<file path="src/rtl/lsu_pkg.sv">
// Shared definitions for the load/store unit: op codes, access sizes, FSM states.
package lsu_pkg;

  localparam int IDX_W = 6;

  localparam logic [2:0] OP_B  = 3'b000;
  localparam logic [2:0] OP_H  = 3'b001;
  localparam logic [2:0] OP_W  = 3'b010;
  localparam logic [2:0] OP_BU = 3'b100;
  localparam logic [2:0] OP_HU = 3'b101;

  typedef enum logic [1:0] {SZ_B, SZ_H, SZ_W} size_t;

  typedef enum logic {IDLE, MERGE} state_t;

  // Illegal codes fall through to a word access.
  function automatic size_t op_size(input logic [2:0] op);
    case (op)
      OP_B, OP_BU: return SZ_B;
      OP_H, OP_HU: return SZ_H;
      default:     return SZ_W;
    endcase
  endfunction

endpackage

</file>
<file path="src/rtl/lsu_lane.sv">
// Byte-lane steering: little-endian load extract/extend and store merge into a word.
module lsu_lane
  import lsu_pkg::*;
(
  input  logic [2:0]  op,
  input  logic [1:0]  lo,
  input  logic [31:0] word,
  input  logic [31:0] wdata,
  output logic [31:0] ldata,
  output logic [31:0] mword
);

  logic [7:0]  b;
  logic [15:0] h;
  logic        sx;

  always_comb begin
    b     = word[{lo, 3'b000} +: 8];
    h     = lo[1] ? word[31:16] : word[15:0];
    sx    = ~op[2];
    ldata = word;
    mword = word;
    case (op_size(op))
      SZ_B: begin
        ldata = {{24{sx & b[7]}}, b};
        mword[{lo, 3'b000} +: 8] = wdata[7:0];
      end
      SZ_H: begin
        ldata = {{16{sx & h[15]}}, h};
        if (lo[1]) mword[31:16] = wdata[15:0];
        else       mword[15:0]  = wdata[15:0];
      end
      default: begin
        ldata = word;
        mword = wdata;
      end
    endcase
  end

endmodule

</file>
<file path="src/rtl/lsu.sv">
// Load/store unit with read-modify-write for sub-word stores.
// Define LSU_MISALIGN_EXC_EN to flag misaligned half/word accesses instead of truncating the address.
module lsu
  import lsu_pkg::*;
(
  input  logic                 clk,
  input  logic                 rst,
  input  logic                 req,
  input  logic                 we,
  input  logic [2:0]           op,
  input  logic [31:0]          addr,
  input  logic [31:0]          wdata,
  output logic                 busy,
  output logic                 done,
  output logic [31:0]          rdata,
  output logic                 exc,
  output logic [IDX_W-1:0]     dm_addr,
  output logic                 dm_rd,
  output logic                 dm_wr,
  output logic [31:0]          dm_wdata,
  input  logic [31:0]          dm_rdata
);

  state_t           state;
  logic [IDX_W-1:0] idx_q;
  logic [1:0]       lo_q;
  logic [2:0]       op_q;
  logic [31:0]      word_q;
  logic [31:0]      wdata_q;
  logic             exc_q;

  size_t            sz;
  logic             accept;
  logic             misal;
  logic             in_merge;
  logic [2:0]       lane_op;
  logic [1:0]       lane_lo;
  logic [31:0]      lane_word;
  logic [31:0]      lane_wdata;
  logic [31:0]      ldata;
  logic [31:0]      mword;
  logic             unused_addr;

  assign unused_addr = ^addr[31:8];

  assign sz       = op_size(op);
  assign in_merge = (state == MERGE);
  assign accept   = !in_merge && req && !rst;

`ifdef LSU_MISALIGN_EXC_EN
  assign misal = ((sz == SZ_H) && addr[0]) || ((sz == SZ_W) && (addr[1:0] != 2'b00));
`else
  assign misal = 1'b0;
`endif

  // One lane instance serves both phases: live request in IDLE, captured request in MERGE.
  assign lane_op    = in_merge ? op_q    : op;
  assign lane_lo    = in_merge ? lo_q    : addr[1:0];
  assign lane_word  = in_merge ? word_q  : dm_rdata;
  assign lane_wdata = in_merge ? wdata_q : wdata;

  lsu_lane u_lane (
    .op    (lane_op),
    .lo    (lane_lo),
    .word  (lane_word),
    .wdata (lane_wdata),
    .ldata (ldata),
    .mword (mword)
  );

  assign busy     = in_merge;
  assign exc      = exc_q;
  assign dm_rd    = 1'b0;
  assign dm_addr  = in_merge ? idx_q : addr[7:2];
  assign dm_wdata = in_merge ? mword : wdata;
  // Reset gates the write combinationally so an aborted merge never reaches memory.
  assign dm_wr    = !rst && (in_merge || (accept && we && (sz == SZ_W) && !misal));

  always_ff @(posedge clk) begin
    if (rst) begin
      state   <= IDLE;
      done    <= 1'b0;
      exc_q   <= 1'b0;
      rdata   <= '0;
      idx_q   <= '0;
      lo_q    <= '0;
      op_q    <= '0;
      word_q  <= '0;
      wdata_q <= '0;
    end else begin
      done  <= 1'b0;
      exc_q <= 1'b0;
      case (state)
        IDLE: begin
          if (req) begin
            idx_q   <= addr[7:2];
            lo_q    <= addr[1:0];
            op_q    <= op;
            word_q  <= dm_rdata;
            wdata_q <= wdata;
            if (misal) begin
              done  <= 1'b1;
              exc_q <= 1'b1;
              rdata <= '0;
            end else if (we && (sz != SZ_W)) begin
              state <= MERGE;
            end else begin
              done  <= 1'b1;
              rdata <= we ? '0 : ldata;
            end
          end
        end
        MERGE: begin
          state <= IDLE;
          done  <= 1'b1;
          rdata <= '0;
        end
        default: state <= IDLE;
      endcase
    end
  end

endmodule
</file>
<file path="config.mk">
export PLATFORM = sky130hd
export DESIGN_NAME = lsu
export DESIGN_NICKNAME = d
export VERILOG_FILES = /design/src/rtl/lsu_pkg.sv /design/src/rtl/lsu_lane.sv /design/src/rtl/lsu.sv
export SDC_FILE = /design/constraint.sdc
export NUM_CORES = 1
export LEC_CHECK = 0
export BUFFER_PORTS_ARGS = -buffer_cell sky130_fd_sc_hd__buf_2
export CORE_UTILIZATION = 48
export DETAILED_ROUTE_END_ITERATION = 6
export GPL_TIMING_DRIVEN = 0
export PLACE_DENSITY = 0.86
export SLEW_MARGIN = 30
export SYNTH_ARGS = -nofsm -noshare
export SYNTH_HDL_FRONTEND = slang
export SYNTH_HIERARCHICAL = 1
export SYNTH_SLANG_ARGS = --single-unit
</file>
<file path="constraint.sdc">
create_clock -name clk -period 3.25 [get_ports clk]
set_input_delay 0.65 -clock clk [delete_from_list [all_inputs] [get_ports clk]]
set_output_delay 0.65 -clock clk [all_outputs]
set_load 0.005 [all_outputs]
</file>
# == Word level (Yosys, flattened, before mapping) ==
# Index checks and enable logic that the tools add are counted.
# word_totals
input_bits,103
register_bits,109
# op_classes
eq_ne,11
addsub,1
n_reduce_logical,18
shifts,3
bitwise_logic,4
n_mux,24
# op_table
operator,n
$mux 32,6
$pmux 32 s2,3
$mux 16,3
$bwmux 32,1
$shift 8x7->32 const A,1
$shiftx 32x6->8,1
$shiftx 8x7->32,1
$eq 3x3->1 const B,4
$pmux 2 s2,2
$reduce_or 2->1,4
$neg 5->7,1
$eq 3x1->1 const B,2
$logic_and 1x1->1,6
$logic_not 3->1,2
$mux 6,1
$ne 2x2->1 const B,3
$mux 1,4
$pmux 1 s2,2
$reduce_and 2->1,2
$mux 3,1
$and 1x1->1,2
$eq 2x1->1 const B,1
$eq 2x2->1 const B,1
$logic_not 1->1,2
4 further kinds,5

# == Depth between registers and ports, before layout ==
# Gate-level depths: netlist (run 1).
# depth
depth_word,10
depth_mapped,13
ltp_nobuf,9

# == Hierarchy ==
# The synthesis (run 1) kept the hierarchy.
# modules_own_cells
module,seq_area_each_um2,area_each_um2,cells_per_inst,instances
lsu,2182.1,4932.2,629,1
lsu_lane,0.0,1571.5,253,1

# == Worst setup path after synthesis (run 1) ==
# No wires, ideal clock.
# synth_timing
path_kind,reg2out
from,"register state, in the netlist busy"
to,output dm_wdata[27]
path_buffers,4
setup_slack_ns,0.083
arrival_time_ns,2.517
stages_incl_launch_ff,14
t_required_ns,2.600
path_cell_list,dfxtp_1 buf_4 buf_4 mux2_2 buf_6 inv_1 ha_1 nor3_1 and3_1 clkbuf_1 a32oi_1 o211ai_1 nand2_1 nand2_1
# synth_between
elab_cells_between_ends,20
classes_between,add/sub: 1; eq/ne: 4; shift: 2; mux: 9; reduce/logical: 4
# synth_lines
item,line,source
from (decl),lsu.sv:24,state_t state;
from (signal assigned),lsu.sv:81,state <= IDLE;
from (signal assigned),lsu.sv:106,state <= MERGE;
from (signal assigned),lsu.sv:114,state <= IDLE;
$mux 2 (*),lsu.sv:58,assign lane_lo = in_merge ? lo_q : addr[1:0];
via lane_lo[1],lsu.sv:37,logic [1:0] lane_lo;
$neg 5->7,lsu_lane.sv:26,"mword[{lo, 3'b000} +: 8] = wdata[7:0];"
$shiftx 8x7->32 or $shift 8x7->32 (tied branches),lsu_lane.sv:26,
$bwmux 32,lsu_lane.sv:26,
$pmux 32 s2 (*),lsu_lane.sv:23,case (op_size(op))
via mword[27],lsu.sv:41,logic [31:0] mword;
$mux 32 (*),lsu.sv:75,assign dm_wdata = in_merge ? mword : wdata;
to (decl),lsu.sv:20,"output logic [31:0] dm_wdata,"
# The timed path passes the listed nets; every way through them passes the cells marked *.

# == Worst setup path after layout (run 1) ==
# layout_timing
from,"register state, in the netlist busy"
to,output dm_wdata[7]
# layout_between
elab_chain_len,7
elab_cells_between_ends,20
classes_between,add/sub: 1; eq/ne: 4; shift: 2; mux: 9; reduce/logical: 4
# layout_rtl
item,line,source
$mux 3 (*),lsu.sv:57,assign lane_op = in_merge ? op_q : op;
via lane_op[0],lsu.sv:36,logic [2:0] lane_op;
$eq 3x1->1 (tied with other cells),lsu_pkg.sv:18,case (op)
$reduce_or 2->1,lsu_pkg.sv:18,
$pmux 2 s2 (*),lsu_pkg.sv:18,
$eq 2x1->1 or $logic_not 2->1 (tied branches),lsu_lane.sv:23,
$pmux 32 s2 (*),lsu_lane.sv:23,
via mword[7],lsu.sv:41,
$mux 32 (*),lsu.sv:75,
# Marked as above.

==> results of run 1 <==
## power by group through the flow
stage	clock, mW	sequential (mW)	combinational (mW)
6_report	1.05	1.44	0.820
5_1_grt	1.11	1.45	0.877
4_1_cts	1.06	1.44	0.774
3_5_place_dp	0	1.47	0.741
3_3_place_gp	0	1.47	0.733
2_1_floorplan	0	1.46	0.471
## what timing repair did
| action | CTS | global route |
|---|---|---|
| endpoints found under the setup margin | 32 | 32 |
| setup buffers | 10 | 9 |
| resized for setup | 33 | 16 |
| pin swaps | 6 | 6 |
| cloned | 0 | 1 |
## final timing paths
kind / to / cells past startpoint / from
worst max-delay path: dm_wdata[7] / 10 / busy
worst min register to register: word_q[30] / 2 / word_q[30]
worst max register to register: rdata[17] / 10 / busy
worst min-delay path: word_q[30] / 2 / word_q[30]
## logic make-up after synthesis
| logic type | after synthesis | synth area share |
|---|---|---|
| buf+inv | 76 | 0.0650 |
| flops | 109 | 0.336 |
| other cells | 1 | 0.000577 |
| simple gates | 423 | 0.274 |
| mux | 56 | 0.0950 |
| fa+ha+maj | 5 | 0.00962 |
| compound gates | 212 | 0.220 |
## cells in the mapped netlist, drive strengths merged
cell,instances
nor3,4
nand2b,42
nor2b,6
buf,51
a31oi,1
a22o,42
a32oi,5
nor4b,2
o32ai,1
nand2,354
mux2i,13
dfxtp,109
a211oi,3
or3,1
a22oi,6
inv,4
a221o,22
clkbuf,21
mux2,43
or2,2
ha,5
o21ai,22
nor2,8
and4,1
and3,2
a21oi,107
a41o,1
o211ai,1
conb,1
and2,1
a21o,1
## worst max-delay path, cell delays in order, from the launching register on
cell	delay (ns)
dfxtp_2	0.34
buf_12	0.13
buf_4	0.15
mux2_4	0.35
nor2b_2	0.19
or2_4	0.26
a41o_4	0.29
a22o_1	0.18
nand2_1	0.10
nand2_1	0.09
buf_2	0.13
## sequential cells by signal (all words and copies together) (netlist names)
name,count
rdata,32
wdata_q,32
word_q,32
idx_q,6
op_q,3
lo_q,2
busy,1
done,1
## per-stage QoR
step / setup TNS, ns / area [µm²] / cells / hold slack [ns]
floorplan: 0 / 6510 / 883 / 0.433
global placement: -11.73 / 7480 / 1209 / 0.438
detailed placement: -10.03 / 7480 / 1209 / 0.444
CTS: 0 / 7930 / 1228 / 0.455
global route: -0.0217 / 8060 / 1237 / 0.472
finish: 0 / 8060 / 1237 / 0.455
## cell type report
cell class | count | area share
plain buffers | 65 | 0.0500
well taps | 176 | 0.0273
repair buffers | 169 | 0.113
inverters | 4 | 0.00279
clock buffers | 12 | 0.0318
flip-flops and latches | 109 | 0.271
clock inverters | 3 | 0.00233
multi-input cells | 699 | 0.502
## metal layers
metal	global-route usage	vias up
li1	-	3339
met5	0	-
met4	0.188	0
met3	0.0569	69
met2	0.485	435
met1	0.448	3284
==> results.py, run 1 <==
metrics = {
    "critical_path": {
        "setup.worst_path.class": "reg2out",
        "worstSetupEndpointType": "primary output",
        "worstPathRequired_ns": 2.60,
        "crit_arrival_ns": 2.57,
        "worst_setup_path_start_kind": "flip-flop",
        "r2r_slack_ns": 0.52,
        "path_max_fanout": 8,
    },
    "pwr": {
        "p_leak_nw": 3.69,
        "p_int_mw": 2.30,
        "powerDensity_nw_per_um2": 411,
        "comb_power_share": 0.248,
        "seqPwrFrac": 0.436,
        "swShare": 0.305,
        "clockPowerShare": 0.317,
        "vdd_drop_max_uv": 315,
        "switchingPower_mw": 1.01,
        "fin_total_pwr_mw": 3.31,
    },
    "global_routing": {
        "first_global_vias": 6408,
        "grtUsageTotal": 0.328,
        "grt_pass1_wl_mm": 35.3,
        "grt_max_degree": 17,
        "antenna_found_initial": 0,
        "overflow": 0,
    },
    "cts": {
        "clk_pin_slew_ns": 0.07,
        "cts_tree": "done",
        "worstSkewPairLatency_ns": 0.36,
        "htree_levels": 3,
        "cts_buffer_depth": 2,
        "postCtsHoldBufs": 0,
        "root_buffer": "clkbuf_16",
        "clock_sink_count": 109,
        "cts-buffers-inserted": 9,
    },
    "sta": {
        "post-route-period-util": 0.991,
        "report.final.slew_viol_count": 0,
        "tightest_slew_ns": 0.647,
        "min_period_ns": 3.22,
        "finalHoldViolations": 0,
        "setup_ws_ns": 0.0294,
        "maxSlewHeadroom": 0.569,
        "finalSetupViolations": 0,
        "clock.fmax_mhz": 311,
        "clock_skew_ns": 0.00894,
    },
    "drt": {
        "wl_met1_mm": 9.86,
        "drc_errors": 0,
        "wl_per_cell_um": 18.6,
        "wirelength_mm": 23.1,
        "top_layer_used": "met4",
        "firstDrtPassIters": 6,
        "wl_met3_mm": 2.03,
        "vias": 7127,
        "wl_met2_mm": 9.98,
        "drt_iter0_drc": 835,
        "final_antenna_net_count": 0,
        "vias_per_cell": 5.76,
    },
    "finish": {
        "layout-drive-gt1-share": 0.289,
        "fill_cells": 1209,
        "ff_latch_area_um2": 2180,
        "final_nets": 1165,
        "syn_to_final_growth_pct": 23.9,
        "antennaDiodeCount": 0,
        "final_common_cell": "nand2_1",
        "layout_common_cells": "351 x nand2_1, 174 x buf_2, 108 x dfxtp_1",
        "final_util": 0.609,
        "multiInputGateArea_um2": 4050,
    },
    "placed_design": {
        "dp_hpwl_mm": 17.2,
        "io_buffers": 150,
        "place_congestion": 0.993,
        "post-place-ws_ns": -0.508,
    },
    "yosys": {
        "synth-seq-area-share": 0.336,
        "synth_top_area_share": 0.336,
        "synth.distinct_cells": 44,
        "yosys.area.top_type": "dfxtp_1",
        "synthTopCellsByArea": "dfxtp_1 34%, nand2_1 20%, a21oi_1 8.2%",
        "synthesis.area_um2": 6500,
        "syn-instance-count": 882,
        "yosys_warnings": 6,
        "ys_seq_elements": 109,
        "syn_area_per_cell_um2": 7.37,
    },
    "hold_path": {
        "hp-class": "reg2reg",
    },
    "die": {
        "die_y_um": 118,
        "row_count": 42,
        "core-area_um2": 13200,
        "die_w_um": 118,
        "start_util": 0.491,
        "dieArea_um2": 14000,
        "io_pins": 178,
    },
    "job": {
        "maxCapViolations": 0,
    },
    "status": {
        "status": "finished, final reports clean",
    },
}
Note: power is estimated with default switching activity, not from simulation.
==> inputs of run 2 (changes only) <==
--- a/config.mk
+++ b/config.mk
@@ -5,11 +5,13 @@
 export SDC_FILE = /design/constraint.sdc
 export NUM_CORES = 1
 export LEC_CHECK = 0
+export ABC_AREA = 1
 export BUFFER_PORTS_ARGS = -buffer_cell sky130_fd_sc_hd__buf_2
-export CORE_UTILIZATION = 48
+export CORE_UTILIZATION = 49
 export DETAILED_ROUTE_END_ITERATION = 6
 export GPL_TIMING_DRIVEN = 0
-export PLACE_DENSITY = 0.86
+export PLACE_DENSITY = 0.87
+export REMOVE_ABC_BUFFERS = 1
 export SLEW_MARGIN = 30
 export SYNTH_ARGS = -nofsm -noshare
 export SYNTH_HDL_FRONTEND = slang
==> results.py, run 2 <==
metrics = {
    "yosys": {
        "synth_common_cells": "450 x nand2_1, 116 x o21ai_0, 109 x dfxtp_1",
        "yosys_warnings": 6,
        "async_reset_ff_frac": 0,
        "synth_edf_count": 0,
        "synthesis.area_um2": 6820,
        "yosys_most_used_dff": "dfxtp_1",
        "ys_seq_elements": 109,
        "syn-instance-count": 1152,
        "yosys.area.top_type": "dfxtp_1",
        "synth_top_area_share": 0.320,
        "synth_most_common_cell": "nand2_1",
        "synth.distinct_cells": 33,
        "synthTopCellsByArea": "dfxtp_1 32%, nand2_1 25%, o21ai_0 8.5%",
        "syn_area_per_cell_um2": 5.92,
        "synth-seq-area-share": 0.320,
    },
    "sta": {
        "min_period_ns": 3.27,
        "setup_ws_ns": -0.0206,
        "report.final.slew_viol_count": 0,
        "post-route-period-util": 1.01,
        "clock.fmax_mhz": 306,
        "maxSlewHeadroom": 0.326,
        "rsz0062_at_grt": "true",
        "tightest_slew_ns": 1.00,
        "finalSetupViolations": 4,
        "fin_setup_tns_ns": -0.0565,
        "finalHoldViolations": 0,
        "timing.hold.ws_ns": 0.448,
        "clock_skew_ns": 0.0120,
    },
    "cts": {
        "cts_buffer_depth": 2,
        "root_buffer": "clkbuf_16",
        "clk_pin_slew_ns": 0.07,
        "htree_levels": 3,
        "cts_tree": "done",
        "worstSkewPairLatency_ns": 0.37,
        "postCtsHoldBufs": 0,
        "cts-buffers-inserted": 9,
        "clock_sink_count": 109,
    },
    "die": {
        "start_util": 0.509,
        "die_w_um": 120,
        "row_count": 42,
        "die_y_um": 120,
        "dieArea_um2": 14400,
        "core-area_um2": 13400,
        "io_pins": 178,
    },
    "hold_path": {
        "hp-class": "reg2reg",
    },
    "drt": {
        "final_antenna_net_count": 0,
        "drc_errors": 2,
        "vias_per_cell": 5.78,
        "vias": 8499,
        "wl_per_cell_um": 16.6,
        "firstDrtPassIters": 7,
        "drt_iter0_drc": 1144,
        "wirelength_mm": 24.4,
    },
    "job": {
        "maxCapViolations": 0,
    },
    "pwr": {
        "vdd_drop_max_uv": 329,
        "powerDensity_nw_per_um2": 405,
        "p_leak_nw": 4.32,
    },
    "finish": {
        "multiInputGateArea_um2": 4180,
        "fill_cells": 1175,
        "antennaDiodeCount": 0,
        "syn_to_final_growth_pct": 25.1,
        "layout_common_cells": "437 x nand2_1, 152 x buf_2, 108 x dfxtp_1",
        "final_common_cell": "nand2_1",
        "layout-drive-gt1-share": 0.222,
        "ff_latch_area_um2": 2190,
        "final_nets": 1398,
        "reg.largest.list": "rdata: 32 flops, wdata_q: 32 flops, word_q: 32 flops",
    },
    "critical_path": {
        "crit_arrival_ns": 2.62,
        "cpPeakStageDelay_ns": 0.49,
        "worst_setup_path_start_kind": "flip-flop",
        "cp_slowest_cell": "dfxtp_4",
        "cp_cell_sequence": "buf_16, nand2_4, o21ai_4, buf_6, clkinv_8, ha_4, buf_6, nor3_4, buf_4, nand3_1, nand4_1, nand2_1, nand2_1, buf_2",
        "setup.worst_path.class": "reg2out",
        "cp_top_family": "buffers and inverters",
        "worstPathRequired_ns": 2.60,
        "worstSetupEndpointType": "primary output",
        "crit_buf_inv": 6,
        "path_max_fanout": 8,
    },
    "global_routing": {
        "first_global_vias": 7389,
        "grtUsageTotal": 0.316,
        "grt_max_degree": 76,
        "grt_pass1_wl_mm": 36.0,
        "antenna_found_initial": 0,
        "overflow": 0,
    },
    "status": {
        "failed_checks": "design-rule violations, negative setup slack",
        "status": "complete, but fails checks",
    },
    "placed_design": {
        "dp_hpwl_mm": 14.1,
        "io_buffers": 151,
        "place_congestion": 0.902,
    },
}
[run 2: logic make-up (layout without fill, tap and decap cells)]
group | count (synthesis) | in the layout | share of synthesized area
simple gates | 658 | 658 | 0.397
other cells | 1 | 2 | 0.000550
fa+ha+maj | 5 | 5 | 0.00917
flops | 109 | 109 | 0.320
compound gates | 226 | 227 | 0.172
buf+inv | 153 | 293 | 0.102
[run 2: area by class of cell]
class                           instances  area share
Clock buffer                           10      0.0280
Sequential cell                       109       0.256
Tap cell                              176      0.0258
Inverter                               78      0.0394
Multi-Input combinational cell        892       0.490
Clock inverter                          5     0.00704
Timing Repair Buffer                  197       0.151
Timing Repair inverter                  3     0.00308
[run 2: timing repair]
action	in CTS	in global routing
resized for setup	25	44
setup buffers	18	19
pin swaps	4	22
setup endpoints to repair	57	33
cloned	6	2
[run 2: power breakdown]
group	internal (mW)	switching [mW]	leakage (nW)	total, mW
registers	1.42	0.0386	0.900	1.46
logic	0.313	0.546	3.27	0.859
clock network	0.618	0.519	0.145	1.14
total	2.35	1.10	4.32	3.45
[run 2: final timing paths]
path	startpoint	endpoint	slack [ns]	depth (start not counted)
max	busy	dm_wdata[25]	-0.02	14
min reg2reg	word_q[7]	word_q[7]	0.45	2
min	word_q[7]	word_q[7]	0.45	2
max reg2reg	busy	rdata[20]	0.65	12
[run 2: per-layer routing]
metal / share of wire / vias to the layer above / track usage
li1: - / 3945 / -
met1: 0.40 / 3826 / 0.408
met2: 0.45 / 627 / 0.503
met3: 0.11 / 101 / 0.0589
met4: 0.038 / 0 / 0.154
met5: 0 / - / 0
[run 2: tightest hold or removal path: cells and delay by family, from the launching register on]
kind	cells	cell delay (ns)
DFF	1	0.30
AOI/OAI and AO/OA	1	0.05
buffers and inverters	1	0.05
[run 2: per-stage QoR]
stage	total power [mW]	area (µm²)	utilization	instances	setup slack, ns
floorplan	1.93	6430	-	1078	-2.89
global placement	2.18	7410	0.553	1405	-6.13
detailed placement	2.20	7580	0.565	1411	-1.34
CTS	3.37	8260	0.616	1450	0.000305
global route	3.60	8530	0.637	1470	-0.0819
finish	3.45	8530	0.637	1470	-0.0206
==> inputs of run 3 (changes only) <==
--- a/config.mk
+++ b/config.mk
@@ -12,6 +12,7 @@
 export GPL_TIMING_DRIVEN = 0
 export PLACE_DENSITY = 0.87
 export REMOVE_ABC_BUFFERS = 1
+export SETUP_SLACK_MARGIN = 0.2
 export SLEW_MARGIN = 30
 export SYNTH_ARGS = -nofsm -noshare
 export SYNTH_HDL_FRONTEND = slang
==> constraint.sdc (replaced) <==
create_clock -name clk -period 3.25 [get_ports clk]
set_input_delay 0.325 -clock clk [delete_from_list [all_inputs] [get_ports clk]]
set_output_delay 0.325 -clock clk [all_outputs]
set_load 0.005 [all_outputs]
==> results.py, run 3 (synthesis gave the netlist of run 2 again) <==
metrics = {
    "sta": {
        "maxSlewHeadroom": 0.355,
        "clock.fmax_mhz": 319,
        "clock_skew_ns": 0.0141,
        "setup_ws_ns": 0.112,
        "finalSetupViolations": 0,
        "tightest_slew_ns": 0.957,
        "report.final.slew_viol_count": 0,
        "timing.hold.ws_ns": 0.218,
        "post-route-period-util": 0.966,
        "min_period_ns": 3.14,
        "finalHoldViolations": 0,
        "rsz0062_at_grt": "true",
        "fin_setup_tns_ns": 0,
    },
    "critical_path": {
        "setup.worst_path.class": "reg2out",
        "worstPathRequired_ns": 2.92,
        "cp_common_cell": "nand2_1",
        "path_max_fanout": 28,
        "worstSetupEndpointType": "primary output",
        "cp_cell_sequence": "buf_16, nand2_1, o21ai_4, buf_6, inv_8, ha_4, inv_1, nor2_2, nand2_2, o21ai_0, nand2_1, nand2_1, nand2_1, nand2_1, buf_2",
        "crit_arrival_ns": 2.81,
        "cpPeakStageDelay_ns": 0.48,
        "cp_slowest_cell": "dfxtp_4",
        "worst_setup_path_start_kind": "flip-flop",
        "reg2reg_depth": 12,
    },
    "finish": {
        "ff_latch_area_um2": 2190,
        "final_common_cell": "nand2_1",
        "fill_cells": 1225,
        "layout_common_cells": "443 x nand2_1, 152 x buf_2, 108 x dfxtp_1",
        "antennaDiodeCount": 0,
        "final_nets": 1386,
        "final_util": 0.623,
        "reg.largest.list": "rdata: 32 flops, wdata_q: 32 flops, word_q: 32 flops",
        "layout-drive-gt1-share": 0.204,
        "syn_to_final_growth_pct": 22.4,
        "multiInputGateArea_um2": 4090,
    },
    "cts": {
        "postCtsHoldBufs": 0,
        "cts_tree": "done",
        "clock_sink_count": 109,
        "cts_buffer_depth": 2,
        "htree_levels": 3,
        "clk_pin_slew_ns": 0.07,
        "root_buffer": "clkbuf_16",
        "cts-buffers-inserted": 9,
        "worstSkewPairLatency_ns": 0.37,
    },
    "pwr": {
        "p_leak_nw": 4.23,
        "vdd_drop_max_uv": 336,
        "powerDensity_nw_per_um2": 408,
        "fin_total_pwr_mw": 3.41,
    },
    "die": {
        "die_w_um": 120,
        "die_y_um": 120,
        "row_count": 42,
        "core-area_um2": 13400,
        "io_pins": 178,
        "dieArea_um2": 14400,
        "start_util": 0.509,
    },
    "global_routing": {
        "grt_max_degree": 76,
        "antenna_found_initial": 0,
        "first_global_vias": 7214,
        "overflow": 0,
        "grtUsageTotal": 0.309,
        "grt_pass1_wl_mm": 35.3,
    },
    "drt": {
        "vias": 8208,
        "wl_per_cell_um": 15.9,
        "wirelength_mm": 23.2,
        "vias_per_cell": 5.63,
        "drt_iter0_drc": 1135,
        "drc_errors": 1,
        "firstDrtPassIters": 7,
        "final_antenna_net_count": 0,
    },
    "placed_design": {
        "io_buffers": 151,
        "place_congestion": 0.902,
        "dp_hpwl_mm": 14.1,
        "post-place-ws_ns": -1.01,
    },
    "hold_path": {
        "hp-class": "in2reg",
        "hold_depth": 3,
    },
    "status": {
        "status": "complete, but fails checks",
        "failed_checks": "design-rule violations",
    },
    "job": {
        "maxCapViolations": 0,
    },
}
-- run 3: cell types whose count changed in the layout (fill, tap and decap cells not counted), moves of 3 or more --
cell | previous run | this run
a22oi_1 | 3 | 6
a22oi_2 | 3 | 0
buf_4 | 32 | 22
inv_4 | 6 | 3
nand2_1 | 437 | 443
nand2_2 | 13 | 9
-- run 3: per-stage QoR --
stage	area, µm²	cells
2_1_floorplan	6430	1078
3_3_place_gp	7410	1405
3_5_place_dp	7580	1411
4_1_cts	8170	1444
5_1_grt	8350	1458
6_report	8350	1458
-- run 3: critical path, delay by kind of cell (launching register included) --
kind            cells  cell delay, ns
simple gates        7            0.77
buf+inv             5            0.58
flops               1            0.48
compound gates      2            0.31
fa+ha+maj           1            0.29
-- run 3: routing by layer --
metal	wire, µm	share of wire	up-vias	GRT usage
met5	0	0	-	0
li1	-	-	3912	-
met4	766	0.033	0	0.133
met2	10500	0.45	513	0.500
met1	9660	0.42	3706	0.401
met3	2320	0.10	77	0.0585
-- run 3: final cells by class --
class	instances	area share
clock buffer	10	0.0286
inverter	78	0.0390
clock inverter	5	0.00719
sequential	109	0.262
multi-input combinational	892	0.490
timing repair inverter	2	0.00210
timing repair buffer	186	0.145
tap	176	0.0264
-- run 3: path summary, 6_finish.rpt --
check | from | to | slack [ns]
min | addr[2] | idx_q[0] | 0.22
max | busy | dm_wdata[21] | 0.11
min reg2reg | word_q[7] | word_q[7] | 0.45
max reg2reg | busy | rdata[20] | 0.62
-- run 3: timing repair --
item                                    in CTS  in global routing
resized for setup                           20                 21
buffers inserted                            13                 12
endpoints found under the setup margin      57                 33
cloned                                       5                  2
pin swaps                                    2                  8
-- run 3: report_power, final --
group	switching [mW]	leakage (nW)	internal, mW
registers	0.0374	0.900	1.42
clock network	0.518	0.145	0.618
logic	0.519	3.18	0.294
total	1.07	4.23	2.33
